==> src/rtl/ifetch_miss_queue_pkg.sv <==
// ifetch_miss_queue_pkg
// Shared types for the instruction-fetch miss queue: entry index, cache-line
// address and the per-entry state record. THREADS_PER_CORE falls back to 4
// when the core configuration does not provide it.

`ifndef THREADS_PER_CORE
`define THREADS_PER_CORE 4
`endif

package ifetch_miss_queue_pkg;

  localparam int IMQ_ENTRIES     = `THREADS_PER_CORE;
  localparam int IMQ_LINE_ADDR_W = 26;
  localparam int IMQ_IDX_W       = $clog2(IMQ_ENTRIES);

  typedef logic [IMQ_IDX_W-1:0]       imq_entry_idx_t;
  typedef logic [IMQ_LINE_ADDR_W-1:0] cache_line_addr_t;
  typedef logic [IMQ_ENTRIES-1:0]     imq_thread_bitmap_t;

  typedef struct packed {
    logic               valid;
    logic               sent;
    cache_line_addr_t   addr;
    imq_thread_bitmap_t threads;
  } imq_entry_t;

  function automatic imq_thread_bitmap_t imq_thread_oh(input imq_entry_idx_t thread_idx);
    imq_thread_bitmap_t oh;
    oh             = '0;
    oh[thread_idx] = 1'b1;
    return oh;
  endfunction

endpackage

==> src/rtl/ifetch_miss_queue_arb.sv <==
// Shared arbitration helpers used by the miss queue.
//
// rr_arbiter: round-robin arbiter. Grants the first requester above the most
//   recently loaded index, wrapping to the lowest requester. The priority
//   pointer only moves when update_lru is high.
//   clk, reset (async, active-high), request[NUM_REQS], update_lru,
//   grant_oh[NUM_REQS] (combinational one-hot).
//
// oh_to_idx: one-hot to binary index encoder.
//   one_hot[NUM_SIGNALS] in, index[IDX_W] out.

module oh_to_idx #(
  parameter int NUM_SIGNALS = 4,
  parameter int IDX_W       = $clog2(NUM_SIGNALS)
) (
  input  logic [NUM_SIGNALS-1:0] one_hot,
  output logic [IDX_W-1:0]       index
);

  always_comb begin
    index = '0;
    for (int i = 0; i < NUM_SIGNALS; i++) begin
      if (one_hot[i]) index = index | IDX_W'(i);
    end
  end

endmodule

module rr_arbiter #(
  parameter int NUM_REQS = 4
) (
  input  logic                clk,
  input  logic                reset,
  input  logic [NUM_REQS-1:0] request,
  input  logic                update_lru,
  output logic [NUM_REQS-1:0] grant_oh
);

  localparam int IDX_W = $clog2(NUM_REQS);

  logic [IDX_W-1:0]    r_last_idx;
  logic [IDX_W-1:0]    w_grant_idx;
  logic [NUM_REQS-1:0] w_above;
  logic [NUM_REQS-1:0] w_hi_req;
  logic [NUM_REQS-1:0] w_pick_from;

  // Requesters strictly above the last winner get first pick; otherwise wrap.
  always_comb begin
    for (int i = 0; i < NUM_REQS; i++) begin
      w_above[i] = (IDX_W'(i) > r_last_idx);
    end
    w_hi_req    = request & w_above;
    w_pick_from = (|w_hi_req) ? w_hi_req : request;
    grant_oh    = '0;
    for (int i = NUM_REQS - 1; i >= 0; i--) begin
      if (w_pick_from[i]) begin
        grant_oh    = '0;
        grant_oh[i] = 1'b1;
      end
    end
  end

  oh_to_idx #(
    .NUM_SIGNALS (NUM_REQS),
    .IDX_W       (IDX_W)
  ) u_grant_enc (
    .one_hot (grant_oh),
    .index   (w_grant_idx)
  );

  // Pointer starts at the top so the very first grant goes to entry 0.
  always_ff @(posedge clk or posedge reset) begin
    if (reset) begin
      r_last_idx <= IDX_W'(NUM_REQS - 1);
    end else if (update_lru && (|request)) begin
      r_last_idx <= w_grant_idx;
    end
  end

endmodule

==> src/rtl/ifetch_miss_queue.sv <==
// ifetch_miss_queue
// Tracks outstanding L1 instruction-cache misses, issues one L2 request per
// queued line through a registered valid/ready port, and pulses the
// per-thread wake bitmap when a fill completes.
//
// Optional feature macro: ICACHE_MISS_MERGE_EN
//   defined   - misses to a line already queued merge into that entry, and a
//               miss to the line being filled this cycle joins its wake pulse.
//   undefined - every miss gets its own entry and its own L2 request.
//
// Ports:
//   clk, reset (async, active-high)
//   ifd_cache_miss / _paddr / _thread_idx : miss from the fetch data stage
//   imq_l2_req_valid/addr/id, l2_imq_req_ready : request to L2 (held until ready)
//   l2_imq_resp_valid / l2_imq_resp_id   : fill completion for an entry
//   imq_wake_bitmap                      : one-cycle wake pulse per thread
//   imq_full                             : all entries occupied
//
// NUM_THREADS and LINE_ADDR_WIDTH must match the package configuration since
// entry storage uses the shared imq_entry_t record.

module ifetch_miss_queue
  import ifetch_miss_queue_pkg::*;
#(
  parameter int NUM_THREADS     = IMQ_ENTRIES,
  parameter int LINE_ADDR_WIDTH = IMQ_LINE_ADDR_W
) (
  input  logic                           clk,
  input  logic                           reset,
  input  logic                           ifd_cache_miss,
  input  logic [LINE_ADDR_WIDTH-1:0]     ifd_cache_miss_paddr,
  input  logic [$clog2(NUM_THREADS)-1:0] ifd_cache_miss_thread_idx,
  output logic                           imq_l2_req_valid,
  input  logic                           l2_imq_req_ready,
  output logic [LINE_ADDR_WIDTH-1:0]     imq_l2_req_addr,
  output logic [$clog2(NUM_THREADS)-1:0] imq_l2_req_id,
  input  logic                           l2_imq_resp_valid,
  input  logic [$clog2(NUM_THREADS)-1:0] l2_imq_resp_id,
  output logic [NUM_THREADS-1:0]         imq_wake_bitmap,
  output logic                           imq_full
);

  localparam int IDX_W = $clog2(NUM_THREADS);

  imq_entry_t               r_entries [NUM_THREADS];
  imq_entry_t               w_entries_n [NUM_THREADS];
  logic                     r_req_valid;
  cache_line_addr_t         r_req_addr;
  imq_entry_idx_t           r_req_id;
  imq_thread_bitmap_t       r_wake;

  imq_entry_t               w_resp_entry;
  imq_thread_bitmap_t       w_miss_oh;
  imq_thread_bitmap_t       w_waiting;
  logic [NUM_THREADS-1:0]   w_valid;
  logic [NUM_THREADS-1:0]   w_pending;
  logic [NUM_THREADS-1:0]   w_match;
  logic                     w_merge;
  logic                     w_bypass;
  logic                     w_alloc;
  imq_entry_idx_t           w_free_idx;
  logic [NUM_THREADS-1:0]   w_alloc_oh;
  logic [NUM_THREADS-1:0]   w_arb_req;
  logic [NUM_THREADS-1:0]   w_grant_oh;
  imq_entry_idx_t           w_grant_idx;
  logic                     w_load;
  logic                     w_load_new;
  cache_line_addr_t         w_load_addr;
  imq_thread_bitmap_t       w_wake_n;

  always_comb begin
    w_miss_oh    = imq_thread_oh(ifd_cache_miss_thread_idx);
    w_resp_entry = r_entries[l2_imq_resp_id];
    w_waiting    = '0;
    for (int i = 0; i < NUM_THREADS; i++) begin
      w_valid[i]   = r_entries[i].valid;
      w_pending[i] = r_entries[i].valid && !r_entries[i].sent;
      if (r_entries[i].valid) w_waiting = w_waiting | r_entries[i].threads;
    end
  end

`ifdef ICACHE_MISS_MERGE_EN
  // An entry being freed this cycle is handled by the bypass path, not merged.
  always_comb begin
    for (int i = 0; i < NUM_THREADS; i++) begin
      w_match[i] = r_entries[i].valid && (r_entries[i].addr == ifd_cache_miss_paddr) &&
                   !(l2_imq_resp_valid && (l2_imq_resp_id == IDX_W'(i)));
    end
    w_bypass = ifd_cache_miss && l2_imq_resp_valid && w_resp_entry.valid &&
               (w_resp_entry.addr == ifd_cache_miss_paddr);
  end
`else
  always_comb begin
    w_match  = '0;
    w_bypass = 1'b0;
  end
`endif

  // Lowest-index free entry; nothing is allocated if the queue is full.
  always_comb begin
    w_merge    = ifd_cache_miss && (|w_match);
    w_alloc    = ifd_cache_miss && !w_merge && !w_bypass && !(&w_valid);
    w_free_idx = '0;
    for (int i = NUM_THREADS - 1; i >= 0; i--) begin
      if (!w_valid[i]) w_free_idx = IDX_W'(i);
    end
    w_alloc_oh = w_alloc ? imq_thread_oh(w_free_idx) : '0;
  end

  // The entry being allocated competes immediately so a miss can reach the
  // output register on the same edge that creates its entry.
  assign w_arb_req = w_pending | w_alloc_oh;
  assign w_load    = (|w_arb_req) && (!r_req_valid || l2_imq_req_ready);

  rr_arbiter #(
    .NUM_REQS (NUM_THREADS)
  ) u_arb (
    .clk        (clk),
    .reset      (reset),
    .request    (w_arb_req),
    .update_lru (w_load),
    .grant_oh   (w_grant_oh)
  );

  oh_to_idx #(
    .NUM_SIGNALS (NUM_THREADS),
    .IDX_W       (IDX_W)
  ) u_grant_enc (
    .one_hot (w_grant_oh),
    .index   (w_grant_idx)
  );

  always_comb begin
    w_load_new  = w_load && (|(w_grant_oh & w_alloc_oh));
    w_load_addr = w_load_new ? ifd_cache_miss_paddr : r_entries[w_grant_idx].addr;
  end

  always_comb begin
    w_entries_n = r_entries;
    if (w_load && !w_load_new) w_entries_n[w_grant_idx].sent = 1'b1;
    if (l2_imq_resp_valid) w_entries_n[l2_imq_resp_id] = '0;
    if (w_merge) begin
      for (int i = 0; i < NUM_THREADS; i++) begin
        if (w_match[i]) w_entries_n[i].threads = w_entries_n[i].threads | w_miss_oh;
      end
    end
    if (w_alloc) begin
      w_entries_n[w_free_idx] = '{valid: 1'b1, sent: w_load_new,
                                  addr: ifd_cache_miss_paddr, threads: w_miss_oh};
    end
  end

  // A bypassed miss joins the wake pulse of the line filled this cycle.
  always_comb begin
    w_wake_n = '0;
    if (l2_imq_resp_valid) begin
      w_wake_n = w_resp_entry.threads | (w_bypass ? w_miss_oh : '0);
    end
  end

  always_ff @(posedge clk or posedge reset) begin
    if (reset) begin
      for (int i = 0; i < NUM_THREADS; i++) r_entries[i] <= '0;
      r_req_valid <= 1'b0;
      r_req_addr  <= '0;
      r_req_id    <= '0;
      r_wake      <= '0;
    end else begin
      r_entries <= w_entries_n;
      r_wake    <= w_wake_n;
      if (w_load) begin
        r_req_valid <= 1'b1;
        r_req_addr  <= w_load_addr;
        r_req_id    <= w_grant_idx;
      end else if (l2_imq_req_ready) begin
        r_req_valid <= 1'b0;
      end
    end
  end

  always_ff @(posedge clk) begin
    if (!reset) begin
      if (ifd_cache_miss) begin
        assert (!(&w_valid));
        assert ((w_waiting & w_miss_oh) == '0);
      end
      if (l2_imq_resp_valid) begin
        assert (w_resp_entry.valid && w_resp_entry.sent);
      end
    end
  end

  assign imq_l2_req_valid = r_req_valid;
  assign imq_l2_req_addr  = r_req_addr;
  assign imq_l2_req_id    = r_req_id;
  assign imq_wake_bitmap  = r_wake;
  assign imq_full         = &w_valid;

endmodule

==> config.mk <==
export PLATFORM = sky130hd
export DESIGN_NAME = ifetch_miss_queue
export DESIGN_NICKNAME = d
export VERILOG_FILES = /design/src/rtl/ifetch_miss_queue_pkg.sv /design/src/rtl/ifetch_miss_queue_arb.sv /design/src/rtl/ifetch_miss_queue.sv
export SDC_FILE = /design/constraint.sdc
export NUM_CORES = 1
export LEC_CHECK = 0
export BUFFER_PORTS_ARGS = -buffer_cell sky130_fd_sc_hd__buf_2
export CORE_MARGIN = 5
export CORE_UTILIZATION = 35
export DETAILED_ROUTE_END_ITERATION = 8
export MAX_ROUTING_LAYER = met4
export PLACE_DENSITY = 0.6
export SYNTH_ARGS = -nofsm -noshare
export SYNTH_HDL_FRONTEND = slang
export SYNTH_SLANG_ARGS = --single-unit
==> constraint.sdc <==
create_clock -name clk -period 6.3 [get_ports clk]
set_input_delay 0.63 -clock clk [delete_from_list [all_inputs] [get_ports clk]]
set_output_delay 0.63 -clock clk [all_outputs]
set_load 0.1 [all_outputs]
==> flow_summary.toml, run 1 <==
[outcome]
status = "completed"

[cells_and_area]
synthToLayoutAreaGrowth_pct = 14.70
fin_cells = 1043
drive_above_1_share_pct = 19.30
nNetsFinal = 789

[hold_path]
hold_class = "input pin to asynchronous set/reset pin"

[setup_path]
path_cells = "and3b_1 -> buf_4 -> nor2_1 -> nor2_1 -> o211ai_1 -> a221oi_4 -> buf_4 -> o311a_1 -> o21ai_1"
cp_slowest_cell = "and3b_1"
cp.required_ns = 6.61
cp_max_fo = 26
cp_num_buf_inv = 2
path_class = "register to register"
crit_path_start_kind = "register"
cp-end-kind = "register"
critical_path.max_stage_delay_ns = 0.66
crit_arrival_ns = 4.07
crit_family = "compound AO/OA/AOI/OAI gates"

[power]
intPower_mw = 3.012
swShare_pct = 46.23
cellPowerDensity_nw_per_um2 = 649.8
p_comb_share_pct = 49.1
total_power_mw = 5.602
leakagePower_nw = 4.031
ir_drop_mv = 0.2389
clkPwrFrac_pct = 19.1
power_switching_mw = 2.590
p_seq_share_pct = 31.8

[yosys]
syn_area_sq_um = 7516
synthSimpleGateAreaFrac_pct = 13.40
synth_fa_ha_area_share_pct = 0
synth_cell_types = 51
netlist_instances = 718
ys_async_sr_fraction_pct = 100.0
syn_area_per_cell_sq_um = 10.47
synth_top_family_by_area = "compound AO/OA/AOI/OAI gates"
synth_seq_cells = 163
synth_area_leaders = "dfrtp_1 (54%), a22o_1 (11%), nand2_1 (6.4%)"
syn-num-nets = 753
yosysWarnings = 0
yosys.area.top_type = "dfrtp_1"
synth_xor_area_share_pct = 0
yosysSeqAreaShare_pct = 54.30
synth_top_cell_area_share_pct = 53.60
synth-compound-area-share_pct = 25.22
synth_flop_cell = "dfrtp_1"
synthMuxAreaShare_pct = 2.647
synth_edf_count = 0

[clocking]
cts_setup_buffers = 0
worstSkewPairLatency_ns = 0.43
cts_tree = "done"
cts_hold_repair.buffers = 0
clock_sinks = 163
clock_path_buffers = 2
cts.clk_slew.worst_paths_ns = 0.06
numCtsBuffers = 17
cts_resized = 0
cts_max_level = 4
root_buffer = "clkbuf_16"

[die]
core-area_sq_um = 21090
die_area_sq_um = 24500
ios = 69
std_cell_rows = 53
die_w_microns = 156.5
die_h_microns = 156.5
start_util_pct = 35.64

[place]
hpwl_microns = 12550
dp.cells = 1010
portBuffers = 68
pre_cts_slack_ns = 2.311
place_congestion = 0.8225

[global_routing]
grt_max_degree = 101
grt_pass1_vias = 5980
gr-total-overflow = 0
grt_use_total_pct = 18.07
antenna_found_initial = 0
grt_pass1_wl_microns = 33870

[sta]
hold_viol_final = 0
fin_crit_sh_pct = 59.70
max_clock_freq_mhz = 265.9
drv_slew = 0
finalClockSkew_ns = 0.007928
period_minus_slack_ns = 3.761
fin_hold_ws_ns = 0.3748
max_slew.worst_pin.slew_ns = 1.197
timing.slew.headroom_pct = 20.20
fin_tns_setup_ns = 0
rsz0062_at_grt = "no"
finalSetupViolCount = 0
setup_ws_ns = 2.539

[detailed_routing]
vias_per_cell = 5.689
routedWlPerCell_microns = 20.15
drtIter0Drc = 414
wl_microns = 21020
drtAntennaViolNets = 0
firstDrtPassIters = 5
vias = 5934
drcViolationCount = 0

[flow_run]
maxCapViolations = 0
## cells in the final DEF, fill, tap and decap left out, types with 3 or more instances in the layout
cell type | netlist | routed
dfrtp_1 | 161 | 161
nand2_1 | 129 | 129
a22o_1 | 96 | 96
buf_2 | 11 | 68
o21ai_0 | 33 | 33
nand3_1 | 32 | 31
nor2_1 | 31 | 29
o21ai_1 | 28 | 27
a211oi_1 | 25 | 25
a21oi_1 | 22 | 22
o311a_1 | 17 | 17
clkbuf_16 | 0 | 17
buf_4 | 7 | 14
mux2_2 | 7 | 7
and2_1 | 5 | 5
o211ai_1 | 5 | 5
nor2b_1 | 8 | 5
a32o_1 | 4 | 4
mux4_2 | 4 | 4
a21o_1 | 4 | 4
clkinvlp_4 | 0 | 4
or2_2 | 3 | 3
nand3b_1 | 3 | 3
nor2b_2 | 0 | 3
bufinv_16 | 0 | 3
## cell usage after synthesis, types with 2 or more instances
cell	number
nand4_1	2
clkbuf_1	40
nand3_1	32
nor2b_1	8
mux2_4	2
a211oi_1	25
buf_6	5
dfstp_2	2
dfrtp_1	161
mux4_2	4
mux2_2	7
o21ai_0	33
o211ai_1	5
o21ai_1	28
nor2_1	31
inv_1	3
nand2_1	129
and2_1	5
a21oi_1	22
a21o_1	4
a32o_1	4
buf_1	2
o311a_1	17
buf_2	11
nand2b_1	2
a211o_1	2
buf_4	7
a22oi_1	2
nand3b_1	3
a211oi_2	2
a22o_1	96
or2_2	3
## worst paths after layout
path,from,endpoint,slack [ns],depth (start not counted)
worst max-delay path,r_entries[127],imq_l2_req_addr[3],2.54,9
worst min-delay path,reset,r_entries[117],0.37,2
worst max register to register,r_entries[127],imq_l2_req_addr[3],2.54,9
worst min register to register,imq_l2_req_addr[17],imq_l2_req_addr[17],0.49,2
max in group asynchronous,reset,r_entries[74],4.56,3
min in group clk,ifd_cache_miss_paddr[22],r_entries[26],0.46,3
## layout make-up
type,count,area (sq um)
Multi-Input combinational cell,487,3128
Clock buffer,20,446.7
Antenna cell,1,2.502
Clock inverter,12,156.4
Sequential cell,163,4081
Inverter,3,16.27
Fill cell,2078,12470
Tap cell,275,344.1
Timing Repair Buffer,82,445.4
## kinds of logic (layout without fill, tap and decap cells)
family	Yosys count	count (layout)
AOI/OAI and AO/OA	248	248
and+or+nand+nor	226	226
DFF	163	163
buffers and inverters	68	117
muxes	13	13
other	0	1
## sequential cells by signal, summed over array words and instances, names as in the netlist
register          count
imq_l2_req_valid      1
imq_wake_bitmap       4
r_entries           128
imq_l2_req_id         2
imq_l2_req_addr      26
u_arb.r_last_idx      2
## worst register-to-register path, delay by kind of cell, from the launching register on
| family | cells | cell delay [ns] |
|---|---|---|
| and+or+nand+nor | 3 | 1.07 |
| buffers and inverters | 2 | 0.87 |
| AOI/OAI and AO/OA | 4 | 1.18 |
| DFF | 1 | 0.53 |
## power groups by stage
stage               sequential (mW)  clock (mW)  combinational, mW
global route                   1.83        1.13               2.97
floorplan                      2.35           0               1.61
CTS                            1.78        1.08               2.77
detailed placement             1.79           0               2.76
global placement               1.78           0               2.73
finish                         1.78        1.07               2.75
## routing by layer
metal	vias to the layer above	global-route usage [%]	part of all wire, %
met2	199	27.76	47
li1	2700	-	-
met5	-	-	0
met4	0	6.033	1.8
met3	26	2.904	4.7
met1	3009	24.53	46
## stage by stage
step	area, sq um	util (%)
after floorplan	7516	-
after global placement	8015	38.01
after detailed placement	8015	38.01
after CTS	8618	40.87
after global routing	8618	40.87
final	8621	40.88
No activity file was read; power rests on OpenSTA's default activity.
==> run 2, diff against run 1 <==
--- a/config.mk
+++ b/config.mk
@@ -5,6 +5,7 @@
 export SDC_FILE = /design/constraint.sdc
 export NUM_CORES = 1
 export LEC_CHECK = 0
+export ABC_AREA = 1
 export BUFFER_PORTS_ARGS = -buffer_cell sky130_fd_sc_hd__buf_2
 export CORE_MARGIN = 5
 export CORE_UTILIZATION = 35
==> constraint.sdc (replaced) <==
create_clock -name clk -period 3.7 [get_ports clk]
set_input_delay 0.37 -clock clk [delete_from_list [all_inputs] [get_ports clk]]
set_output_delay 0.37 -clock clk [all_outputs]
set_load 0.1 [all_outputs]
==> run 2 against run 1 <==
Via count is 7.4% higher; cell count is 25% higher; critical path depth is 7 higher; die area is 1.7% higher; sequential cell count stayed put; synthesized cell count is 32% higher; hold slack worse by 0.29 ns; cell area is 3.3% higher; global-route usage is 0.18 points lower; clock-buffer cell count is 3 lower; critical path type unchanged.
==> flow_summary.toml, run 2 <==
[yosys]
synth_flop_cell = "dfrtp_1"
synth_cell_types = 31
syn_area_per_cell_sq_um = 8.051
synth_top_cell_area_share_pct = 52.62
syn_area_sq_um = 7656
synth_area_leaders = "dfrtp_1 (53%), nand2_1 (14%), inv_1 (8.9%)"
netlist_instances = 951
ys_async_sr_fraction_pct = 100.0
yosysWarnings = 0
yosysSeqAreaShare_pct = 53.31
ys_top_cells_by_count = "nand2_1 (291), inv_1 (182), dfrtp_1 (161), o22ai_1 (104), nand3_1 (80)"
synth_edf_count = 0
syn-num-nets = 986
yosysMostFrequentCell = "nand2_1"
yosys.area.top_type = "dfrtp_1"
synth_seq_cells = 163

[clocking]
numCtsBuffers = 17
cts_resized = 0
clock_path_buffers = 2
clock_sinks = 163
cts_max_level = 4
cts_hold_repair.buffers = 0
root_buffer = "clkbuf_16"
cts_setup_buffers = 0
cts_tree = "done"
cts.clk_slew.worst_paths_ns = 0.07
worstSkewPairLatency_ns = 0.43

[die]
die_h_microns = 157.9
die_w_microns = 157.9
start_util_pct = 35.30
ios = 69
core-area_sq_um = 21690
die_area_sq_um = 24930
std_cell_rows = 54

[outcome]
status = "completed"

[hold_path]
hold_class = "input pin to asynchronous set/reset pin"

[sta]
fin_crit_sh_pct = 71.30
rsz0062_at_grt = "no"
period_minus_slack_ns = 2.638
max_slew.worst_pin.slew_ns = 0.8021
finalClockSkew_ns = 0.01151
max_clock_freq_mhz = 379.1
hold_viol_final = 0
setup_ws_ns = 1.062
fin_tns_setup_ns = 0
timing.slew.headroom_pct = 46.41
drv_slew = 0
finalSetupViolCount = 0

[place]
post_dp_cell_area_sq_um = 8307
pre_cts_slack_ns = 1.049
hpwl_microns = 13080
portBuffers = 68
place_congestion = 0.8176

[cells_and_area]
synthToLayoutAreaGrowth_pct = 16.33
finalInstanceArea_sq_um = 8906
largest_register = "r_entries"
nNetsFinal = 1049
largest_reg_flops = 128
most-common-layout-cells = "nand2_1 (291), inv_1 (181), dfrtp_1 (161)"
drive_above_1_share_pct = 14.80
layout_commonest_cell = "nand2_1"

[setup_path]
crit_family = "simple AND/OR/NAND/NOR gates"
critical_path.max_stage_delay_ns = 0.44
rrSetupSlack_ns = 1.06
cp_slowest_cell = "dfrtp_1"
cp_common_cell = "nand2_1"
crit_arrival_ns = 3.00
cp_max_fo = 37
cp-end-kind = "register"
cp_num_buf_inv = 2
crit_path_start_kind = "register"
cp.required_ns = 4.07
path_cells = "inv_2 -> nor2_2 -> nand3_4 -> nand2_2 -> nand2_2 -> nand3_1 -> nand2_1 -> nor2_1 -> nand2_2 -> nand2_4 -> inv_2 -> nand2_1 -> nand3_1 -> nand2_1 -> nand2_1 -> nand2_1"
path_class = "register to register"

[global_routing]
antenna_found_initial = 1
grt_pass1_wl_microns = 34110
grt_use_total_pct = 17.89
grt_pass1_vias = 6427
grt_max_degree = 72
gr-total-overflow = 0

[detailed_routing]
vias = 6376
drtIter0Drc = 511
wl_microns = 20540
drcViolationCount = 0
firstDrtPassIters = 5
vias_per_cell = 4.875
routedWlPerCell_microns = 15.71
drtAntennaViolNets = 0

[flow_run]
maxCapViolations = 0
## run 2: cell families (layout without fill, tap and decap cells)
kind of cell	after synthesis	after routing	share of synthesized area, %
AND/OR/NAND/NOR	415	415	23.45
flip-flops	163	163	53.31
AO/OA/AOI/OAI	142	142	11.31
other	0	1	0
buffers and inverters	231	307	11.93
## run 2: path summary, 6_finish.rpt
kind / from / to / cells after the start
max in group asynchronous: reset / r_entries[50] / 3
worst max register to register: r_entries[63] / imq_l2_req_addr[1] / 16
worst max-delay path: r_entries[63] / imq_l2_req_addr[1] / 16
worst min-delay path: reset / imq_l2_req_addr[23] / 2
worst min register to register: r_entries[66] / r_entries[66] / 2
min in group clk: l2_imq_req_ready / imq_l2_req_valid / 2
## run 2: per-layer routing
layer / GRT usage (%) / vias up / part of all wire, %
met5: - / - / 0
met4: 3.482 / 0 / 0.90
met3: 3.718 / 13 / 4.7
met2: 27.14 / 144 / 45
met1: 25.08 / 3075 / 49
li1: - / 3144 / -
## run 2: stage by stage
step	util (%)	hold WS, ns	std cells
final	41.06	0.08078	1308
after global routing	41.06	0.1446	1308
after CTS	41.05	0.1008	1307
after detailed placement	38.30	0.4675	1275
after global placement	38.30	0.4622	1275
after floorplan	-	0.4424	951
## run 2: final cells by class
| class | instances | area, sq um |
|---|---|---|
| Inverter | 189 | 713.2 |
| Multi-Input combinational cell | 557 | 2661 |
| Antenna cell | 1 | 2.502 |
| Timing Repair Buffer | 86 | 500.5 |
| Sequential cell | 163 | 4081 |
| Clock inverter | 15 | 171.4 |
| Fill cell | 2161 | 12780 |
| Tap cell | 280 | 350.3 |
| Clock buffer | 17 | 425.4 |
## run 2: worst reg2reg max path, cell delays in order, from the launching register on
cell and delay, ns:
dfrtp_1 0.44, inv_2 0.08, nor2_2 0.15, nand3_4 0.09
nand2_2 0.11, nand2_2 0.09, nand3_1 0.07, nand2_1 0.11
nor2_1 0.15, nand2_2 0.17, nand2_4 0.42, inv_2 0.29
nand2_1 0.12, nand3_1 0.07, nand2_1 0.08, nand2_1 0.08
nand2_1 0.06
Power of run 2 is not shown: default switching activity piles up to over one toggle a cycle in this logic, so the estimate is an artifact.
==> run 3, diff against run 2 <==
--- a/config.mk
+++ b/config.mk
@@ -11,7 +11,7 @@
 export CORE_UTILIZATION = 35
 export DETAILED_ROUTE_END_ITERATION = 8
 export MAX_ROUTING_LAYER = met4
-export PLACE_DENSITY = 0.6
+export PLACE_DENSITY = 0.62
 export SYNTH_ARGS = -nofsm -noshare
 export SYNTH_HDL_FRONTEND = slang
 export SYNTH_SLANG_ARGS = --single-unit
==> constraint.sdc (replaced) <==
create_clock -name clk -period 2.4 [get_ports clk]
set_input_delay 0.24 -clock clk [delete_from_list [all_inputs] [get_ports clk]]
set_output_delay 0.24 -clock clk [all_outputs]
set_load 0.1 [all_outputs]
==> run 3 against run 2 <==
Utilization rose by 0.89 points; setup slack got worse by 0.90 ns; non-clock buffer count rose by 12; cell count rose by 0.99%; wire length rose by 3.0%; global-route usage barely moved; register-to-register slack got worse by 0.90 ns; sequential cell count did not move; clock-buffer cell count rose by 6; critical path depth fell by 4; critical path type unchanged.
==> flow_summary.toml, run 3 (synthesized netlist as in run 2, its figures left out) <==
[cells_and_area]
n_fill_cell = 2204
final_util_pct = 41.95
largest_reg_flops = 128
multiInputGateArea_sq_um = 2694
layout_commonest_cell = "nand2_1"
drive_above_1_share_pct = 15.58
largest_register = "r_entries"
most-common-layout-cells = "nand2_1 (291), inv_1 (181), dfrtp_1 (160)"
synthToLayoutAreaGrowth_pct = 18.84
nNetsFinal = 1062
seq_area_sq_um = 4083

[clocking]
clock_sinks = 163
clock_path_buffers = 2
cts_max_level = 4
numCtsBuffers = 17
worstSkewPairLatency_ns = 0.42
root_buffer = "clkbuf_16"
cts_tree = "done"
cts.clk_slew.worst_paths_ns = 0.06

[sta]
period_minus_slack_ns = 2.237
finalClockSkew_ns = 0.007455
rsz0062_at_grt = "no"
max_slew.worst_pin.slew_ns = 0.6290
setup_ws_ns = 0.1627
fin_tns_setup_ns = 0
max_clock_freq_mhz = 447.0
finalSetupViolCount = 0
drv_slew = 0
hold_viol_final = 0
timing.slew.headroom_pct = 57.98
fin_crit_sh_pct = 93.22

[place]
pre_cts_slack_ns = 0.04580
portBuffers = 68
place_congestion = 0.8414
hpwl_microns = 13240

[global_routing]
grt_pass1_wl_microns = 34220
grt_use_total_pct = 17.91
grt_pass1_vias = 6580
gr-total-overflow = 0
antenna_found_initial = 1
grt_max_degree = 52

[setup_path]
cp.required_ns = 2.76
cp-end-kind = "register"
cp_max_fo = 13
path_class = "register to register"
crit_arrival_ns = 2.60
rrSetupSlack_ns = 0.16
crit_path_start_kind = "register"

[die]
die_area_sq_um = 24930
ios = 69
std_cell_rows = 54
start_util_pct = 35.30
die_h_microns = 157.9
core-area_sq_um = 21690
die_w_microns = 157.9

[detailed_routing]
drtIter0Drc = 502
wl_microns = 21170
drtAntennaViolNets = 0
vias = 6555
routedWlPerCell_microns = 16.02
drcViolationCount = 0
firstDrtPassIters = 6
vias_per_cell = 4.962

[outcome]
status = "completed"

[hold_path]
hold_class = "input pin to register"

[flow_run]
maxCapViolations = 0
[run 3: worst max-delay path, stage by stage, from the launching register on]
cell	delay [ns]
dfrtp_1	0.44
inv_2	0.11
nor2_2	0.06
nand2_2	0.08
nand2_2	0.08
nand2_1	0.11
nand4_2	0.23
nand3_1	0.15
nand2_1	0.09
nand3b_4	0.21
nor2_4	0.42
nand2_1	0.12
nand2_1	0.07
[run 3: final timing paths]
| check | end | from | depth (start not counted) |
|---|---|---|---|
| setup reg to reg | imq_l2_req_addr[25] | r_entries[127] | 12 |
| max in group asynchronous | r_entries[77] | reset | 4 |
| setup / recovery | imq_l2_req_addr[25] | r_entries[127] | 12 |
| hold / removal | imq_l2_req_addr[21] | ifd_cache_miss_paddr[21] | 3 |
| min in group asynchronous | r_entries[59] | reset | 3 |
| hold reg to reg | imq_l2_req_id[1] | imq_l2_req_id[1] | 2 |
[run 3: what timing repair did]
item                                    4_1_cts  5_1_grt
endpoints found under the setup margin        0       30
gates resized for setup                       0        8
setup buffers                                 0        1
hold endpoints to repair                     22        0
hold buffers                                  2        0
[run 3: per-layer routing]
metal / track usage (%) / wire (microns) / up-vias
li1: - / - / 3165
met1: 24.05 / 9815 / 3220
met2: 27.56 / 10010 / 158
met3: 4.429 / 1197 / 12
met4: 4.220 / 141 / 0
met5: - / 0 / -
[run 3: metrics by stage]
| step | instances | hold WS, ns | area (sq um) |
|---|---|---|---|
| global route | 1321 | 0.04829 | 9099 |
| finish | 1321 | 0.04162 | 9099 |
| floorplan | 951 | 0.3364 | 7662 |
| detailed placement | 1284 | 0.3525 | 8414 |
| CTS | 1318 | 0.03013 | 9039 |
| global placement | 1284 | 0.3487 | 8414 |
[run 3: area by class of cell]
cell class	count	area share [%]
antenna	1	0.02750
tap	280	3.850
sequential	163	44.87
clock inverter	9	1.389
inverter	189	7.866
timing repair buffer	98	7.137
multi-input combinational	558	29.61
clock buffer	23	5.253
Power of run 3 is left out for the same reason.
